<file path="src/rtl/fe_instr_q_pkg.sv">
// Shared types and sizing for the fetch-to-decode instruction queue.
// t_instr_pkt is the fetch packet carried unchanged from fetch to decode.
package fe_instr_q_pkg;

    localparam int IQ_DEPTH = 4;

    typedef struct packed {
        logic [31:0] pc;
        logic [31:0] instr;
        logic [7:0]  simid;
    } t_instr_pkt;

endpackage

</file>
<file path="src/rtl/fe_instr_q_fifo_ptr.sv">
// Generic wrap-bit read/write pointer pair with a registered full flag.
// Also intended for reuse by the fe_buf fill queues.
module fe_instr_q_fifo_ptr #(
    parameter  int DEPTH = 4,
    localparam int IW    = $clog2(DEPTH),
    localparam int PW    = IW + 1
) (
    input  logic          clk,
    input  logic          reset_n,
    input  logic          push_i,
    input  logic          pop_i,
    input  logic          flush_i,
    output logic [IW-1:0] wr_idx_o,
    output logic [IW-1:0] rd_idx_o,
    output logic          empty_o,
    output logic          full_o,
    output logic [PW-1:0] occ_o
);

    logic [PW-1:0] wr_q, wr_d;
    logic [PW-1:0] rd_q, rd_d;
    logic [PW-1:0] occ_d;
    logic          full_q, full_d;

    always_comb begin
        wr_d = wr_q;
        rd_d = rd_q;
        if (flush_i) begin
            wr_d = '0;
            rd_d = '0;
        end else begin
            if (push_i) wr_d = wr_q + 1'b1;
            if (pop_i)  rd_d = rd_q + 1'b1;
        end
        // Full is computed from next-state occupancy so it can be a flop output.
        occ_d  = wr_d - rd_d;
        full_d = (occ_d == PW'(DEPTH));
    end

    always_ff @(posedge clk or negedge reset_n) begin
        if (!reset_n) begin
            wr_q   <= '0;
            rd_q   <= '0;
            full_q <= 1'b0;
        end else begin
            wr_q   <= wr_d;
            rd_q   <= rd_d;
            full_q <= full_d;
        end
    end

    assign wr_idx_o = wr_q[IW-1:0];
    assign rd_idx_o = rd_q[IW-1:0];
    assign empty_o  = (wr_q == rd_q);
    assign full_o   = full_q;
    assign occ_o    = wr_q - rd_q;

`ifdef ASSERT
    logic full_ptr;
    assign full_ptr = (wr_q[IW-1:0] == rd_q[IW-1:0]) && (wr_q[IW] != rd_q[IW]);

    a_no_push_full: assert property (@(posedge clk) disable iff (!reset_n)
        push_i && !flush_i |-> !full_ptr);
    a_no_pop_empty: assert property (@(posedge clk) disable iff (!reset_n)
        pop_i && !flush_i |-> !empty_o);
    a_full_flag: assert property (@(posedge clk) disable iff (!reset_n)
        full_q == full_ptr);
`endif

endmodule

</file>
<file path="src/rtl/fe_instr_q.sv">
// Instruction queue between fetch and decode: in-order buffering, fetch
// back-pressure via a registered stall, and flush on branch mispredict.
module fe_instr_q
    import fe_instr_q_pkg::*;
#(
    parameter  int DEPTH = IQ_DEPTH,
    localparam int IW    = $clog2(DEPTH),
    localparam int OW    = $clog2(DEPTH + 1)
) (
    input  logic          clk,
    input  logic          reset_n,
    input  logic          valid_fe1,
    input  t_instr_pkt    instr_fe1,
    output logic          stall,
    input  logic          br_mispred_rb1,
    output logic          valid_iq,
    output t_instr_pkt    instr_iq,
    input  logic          stall_de,
    output logic [OW-1:0] occ_iq
);

    logic          push, pop, empty, full;
    logic [IW-1:0] wr_idx, rd_idx;
    t_instr_pkt    mem_q [DEPTH];

    // stall is the registered full flag, so a pop never frees a slot in the same cycle.
    assign push     = valid_fe1 & ~stall & ~br_mispred_rb1;
    assign valid_iq = ~empty & ~br_mispred_rb1;
    assign pop      = valid_iq & ~stall_de;
    assign stall    = full;
    assign instr_iq = mem_q[rd_idx];

    fe_instr_q_fifo_ptr #(.DEPTH(DEPTH)) u_ptr (
        .clk      (clk),
        .reset_n  (reset_n),
        .push_i   (push),
        .pop_i    (pop),
        .flush_i  (br_mispred_rb1),
        .wr_idx_o (wr_idx),
        .rd_idx_o (rd_idx),
        .empty_o  (empty),
        .full_o   (full),
        .occ_o    (occ_iq)
    );

    always_ff @(posedge clk) begin
        if (push) mem_q[wr_idx] <= instr_fe1;
    end

`ifdef ASSERT
    logic [7:0] last_simid_q;
    logic       seen_q;

    always_ff @(posedge clk or negedge reset_n) begin
        if (!reset_n) begin
            last_simid_q <= '0;
            seen_q       <= 1'b0;
        end else if (br_mispred_rb1) begin
            seen_q       <= 1'b0;
        end else if (pop) begin
            last_simid_q <= instr_iq.simid;
            seen_q       <= 1'b1;
        end
    end

    a_fe_hold: assert property (@(posedge clk) disable iff (!reset_n)
        valid_fe1 && stall && !br_mispred_rb1 |=> $stable(instr_fe1));
    a_simid_mono: assert property (@(posedge clk) disable iff (!reset_n)
        pop && seen_q |-> ($signed(instr_iq.simid - last_simid_q) > 0));
`endif

endmodule

</file>
<file path="config.mk">
export PLATFORM = sky130hd
export DESIGN_NAME = fe_instr_q
export DESIGN_NICKNAME = d
export VERILOG_FILES = /design/src/rtl/fe_instr_q_pkg.sv /design/src/rtl/fe_instr_q_fifo_ptr.sv /design/src/rtl/fe_instr_q.sv
export SDC_FILE = /design/constraint.sdc
export NUM_CORES = 1
export LEC_CHECK = 0
export ABC_AREA = 1
export BUFFER_PORTS_ARGS = -buffer_cell sky130_fd_sc_hd__clkbuf_2
export CORE_AREA = 2 2 142 144
export CTS_BUF_LIST = sky130_fd_sc_hd__clkbuf_4 sky130_fd_sc_hd__clkbuf_8
export DETAILED_ROUTE_END_ITERATION = 6
export DIE_AREA = 0 0 144 146
export PLACE_DENSITY = 0.8
export SYNTH_ARGS = -nofsm -noshare
export SYNTH_HDL_FRONTEND = slang
export SYNTH_SLANG_ARGS = --single-unit
</file>
<file path="constraint.sdc">
create_clock -name clk -period 4.9 [get_ports clk]
set_input_delay 0.98 -clock clk [delete_from_list [all_inputs] [get_ports clk]]
set_output_delay 0.98 -clock clk [all_outputs]
set_load 0.1 [all_outputs]
</file>
After elaboration in Yosys (flattened, before gate mapping)

Memory sizes are Yosys's and may differ from the RTL's.
Index checks and enable logic that the tools add are counted.
W data, S select, Z words.

Multiplexer cells: 6
Bitwise logic cells: 8
Add/sub/neg operators: 4
Eq/ne operators: 2

Operators with widths:

| kind                  | count |
|---|---|
| $mux W3               | 4 |
| $add A3 B1 Y3 const B | 2 |
| $sub A3 B3 Y3         | 2 |
| $and A1 B1 Y1         | 4 |
| $not A1 Y1            | 4 |
| $eq A3 B3 Y1          | 1 |
| $eq A3 B3 Y1 const B  | 1 |
| $mux W1               | 2 |

Memory bits (writable): 288
Output and inout bits: 77
Bits in registers: 7
Memories: 1
Word-level logic and storage cells: 24
Input port bits: 77

Memories:

| name  | depth | width | rd ports | clocked after memory_dff | write ports | line             | text |
|---|---|---|---|---|---|---|---|
| mem_q | 4     | 72    | 1        | 0                        | 1           | fe_instr_q.sv:24 | `t_instr_pkt mem_q [DEPTH];` |

Logic depth before layout (Yosys ltp)

Depth in word-level cells: 8
Depth in mapped cells: 17
Depth with buffers taken out: 14

Hierarchy

From an unflattened synthesis, not the netlist that was laid out.

Cell total of the unflattened synthesis: 1,216
Area total of the unflattened synthesis: 12,698.4 um^2

By module, submodules not included:

| module              | area an instance (um^2) | cells an instance | seq. area each (um^2) | instances |
|---|---|---|---|---|
| fe_instr_q          | 12,162.9                | 1,145             | 8,648.3               | 1 |
| fe_instr_q_fifo_ptr | 535.5                   | 71                | 175.2                 | 1 |

Worst setup path after synthesis

No wires, ideal clock.

Path kind: input to register
From: in valid_fe1
To: mem mem_q[0][0] in the netlist's numbering, enable pin
Data required time: 4.398 ns
Library setup time: 0.502 ns
Slack: 0.152 ns
Buffers on the path: 0
Stages on the path: 4
Data arrival time: 4.246 ns
Cell sequence: nand2_2 -> nor2_2 -> inv_1 -> nor2_1

Cells in the longest elaborated chain, start to end: 4

Ends and longest elaborated chain:

| what                          | line             | text |
|---|---|---|
| from (decl)                   | fe_instr_q.sv:12 | `input logic valid_fe1,` |
| $and A1 B1 Y1 (2 in a row)    | fe_instr_q.sv:27 | `assign push = valid_fe1 & ~stall & ~br_mispred_rb1;` |
| $mux W1                       | fe_instr_q.sv:47 | `if (push) mem_q[wr_idx] <= instr_fe1;` |
| $mux W1 (not written as such) | fe_instr_q.sv:47 |  |
| to (decl)                     | fe_instr_q.sv:24 |  |

Every way passes these cells.

==> results.toml <==
[status]
status = "completed"

[critical_path]
critPathArrivalTime_ns = 2.97
crit_chain = "inv_2, buf_4, o21ai_0, o22ai_1, clkbuf_2"
slowest_delay_ns = 0.67
crit_fanout = 36
cp-start-kind = "register"
crit_required_ns = 3.92
critPathKind = "reg -> out"
cp-end-kind = "output pin"
slowest_stage = "dfrtp_2"

[yosys]
synth_nets = 864
netlist_area_um2 = 11240
yosysSeqAreaShare_pct = 78.51
syn_avg_cell_area_um2 = 14.46
postSynthCellCount = 777
synth.distinct_cells = 30
synth-seq-cells = 295
ys_warn_count = 0

[sta]
maxClockFrequency_mhz = 253.0
rsz0062_at_grt = "no"
maxSlewViolCount = 0
fin_crit_ns = 3.952
slew_headroom_pct = 32.82
final.period_utilization_pct = 80.66
tightestPinTransition_ns = 1.005
finalClockSkew_ns = 0.01063
finalSetupTns_ns = 0
setup_viol = 0
setup_slack_ns = 0.9478
hold_viol_final = 0

[global_routing]
grt_pass1_vias = 6903
grt_start_max_net_pins = 78
grt_pass1_wl_mm = 34.33
grt_overflow = 0
grt_usage_pct = 21.17
antenna_found_initial = 0

[clocking]
h-tree-depth = 2
cts-root-buf = "clkbuf_8"
cts.sinks = 295
clockBufferDepth = 3
hold_buffers = 0
cts_resized = 0
post_cts_buffers = 0
clk_pin_slew_ns = 0.06
clk_latency_ns = 0.54
cts_tree = "done"
cts_made_buffers = 44

[final_layout]
fin_area_um2 = 13100
diodes = 0
regArea_um2 = 8828
syn2layout_area_growth_pct = 16.57
multiInputGateArea_um2 = 2093
num-fill-cells = 1343
nets = 1030
drive_above_1_share_pct = 25.61

[flow_run]
cap_violations = 0

[place]
place_hpwl_mm = 12.66
placed_area_um2 = 12270
place_ws_ns = 1.552
place.gp.congestion = 0.7506
portBuffers = 153

[worst_hold_path]
hp-class = "in -> async"

[floorplan]
core_um2 = 19330
die_w_um = 144
dieHeight_um = 146
num_io_pins = 154
dieArea_um2 = 21020
start_util_pct = 58.12
fp-row-count = 51

[routing]
wirelength_mm = 21.93
ant_nets = 0
remaining_drc_errors = 0
wire_per_inst_um = 17.67
firstDrtPassIters = 5
drt_first_iter_violations = 596
vias_per_cell = 5.529
via_count = 6862

[pwr]
vdd_ir_drop_max_mv = 0.5264
leakage_uw = 0.004709
powerDensity_nw_per_um2 = 645.3
[report_power, final]
part	internal, uW	leakage (uW)	switching [uW]	total [uW]
Sequential	2930	0.00270	54.5	2990
Combinational	502	0.00157	3110	3620
Clock	994	0.000438	858	1850
Total	4430	0.00471	4030	8450
[per-stage QoR]
stage               util (%)  hold slack, ns  instances  power [uW]
finish                 67.75          0.2782       1241        8453
global route           67.75          0.2660       1241        8779
CTS                    67.75          0.2585       1241        8509
detailed placement     63.44          0.6458       1162        6669
global placement       63.44          0.6338       1162        6626
floorplan                  -          0.6011        777        6077
[path summary, 6_finish.rpt]
check                                              from                       to  slack [ns]  cells past startpoint
worst min register to register  u_ptr.wr_q[0]$_DFF_PN0_  u_ptr.wr_q[0]$_DFF_PN0_        0.65                      2
max in group asynchronous                       reset_n  u_ptr.rd_q[0]$_DFF_PN0_        4.44                      1
worst min-delay path                            reset_n  u_ptr.rd_q[0]$_DFF_PN0_        0.28                      1
worst max-delay path            u_ptr.rd_q[1]$_DFF_PN0_             instr_iq[14]        0.95                      5
min in group clk                u_ptr.wr_q[0]$_DFF_PN0_  u_ptr.wr_q[0]$_DFF_PN0_        0.65                      2
worst max register to register  u_ptr.rd_q[1]$_DFF_PN0_   u_ptr.full_o$_DFF_PN0_        1.85                     13
[state kept, by name, indices dropped and copies added (netlist names)]
signal / cells
mem_q: 288
u_ptr.rd_q: 3
u_ptr.wr_q: 3
u_ptr.full_o: 1
[placed cells by master, fill, tap and decap left out, types with 3 or more instances in the layout]
master    instances
nand2_1           9
clkinv_1         16
clkbuf_8         46
o22ai_1          72
a21oi_1           4
o21ai_1          16
dfrtp_1           5
o21ai_0         131
buf_4            10
clkbuf_2        153
buf_12            4
edfxtp_1        288
ha_1              9
clkbuf_4          9
clkinv_2          6
nand3_1           4
nand2_2           3
nor2_4            4
inv_1            16
nor2_1          149
inv_2             6
[synth_stat cells]
library cell / count / area, um2
xnor2_1: 1 / 8.760
clkbuf_1: 21 / 78.83
a31oi_2: 1 / 12.51
a211oi_1: 1 / 7.510
nand2_2: 3 / 18.77
o21ai_1: 16 / 80.08
inv_1: 16 / 60.06
fa_1: 1 / 20.02
nor3_1: 1 / 5.000
nor2_1: 153 / 574.3
and2_1: 1 / 6.260
nor2_2: 1 / 6.260
buf_1: 1 / 3.750
nand2_1: 9 / 33.78
o21ai_0: 131 / 655.6
nand3_4: 1 / 17.52
edfxtp_1: 288 / 8648
nand4_1: 1 / 6.260
buf_2: 15 / 75.07
inv_2: 6 / 22.52
dfrtp_1: 7 / 175.2
o211ai_1: 1 / 7.510
inv_4: 1 / 6.260
nand3_1: 4 / 20.02
buf_4: 3 / 22.52
ha_1: 9 / 112.6
a21oi_1: 4 / 20.02
clkinv_1: 1 / 3.750
o22ai_1: 72 / 450.4
buf_6: 7 / 78.83
[critical path, delay by kind of cell, from the launching register on]
family	cells	cell delay, ns
AOI/OAI and AO/OA	2	0.38
buffers and inverters	3	1.34
DFF	1	0.67
[cells by family after synthesis]
kind of cell,count (synthesis),synth area share [%]
fa+ha+maj,10,1.180
xor+xnor,1,0.07795
buf+inv,71,3.129
compound gates,226,10.98
simple gates,174,6.123
flops,295,78.51
[area by class of cell]
class | count | area share, %
clock buffer | 55 | 5.349
clock inverter | 24 | 1.012
inverter | 24 | 0.7068
multi-input combinational | 411 | 15.98
sequential | 295 | 67.39
tap | 265 | 2.531
timing repair buffer | 167 | 7.030
[layer usage]
layer	share of wire [%]	track usage [%]
met3	8.2	5.397
met2	51	35.40
met1	39	26.89
met4	2.5	7.696
met5	0	0
No activity file was read; power rests on OpenSTA's default activity.
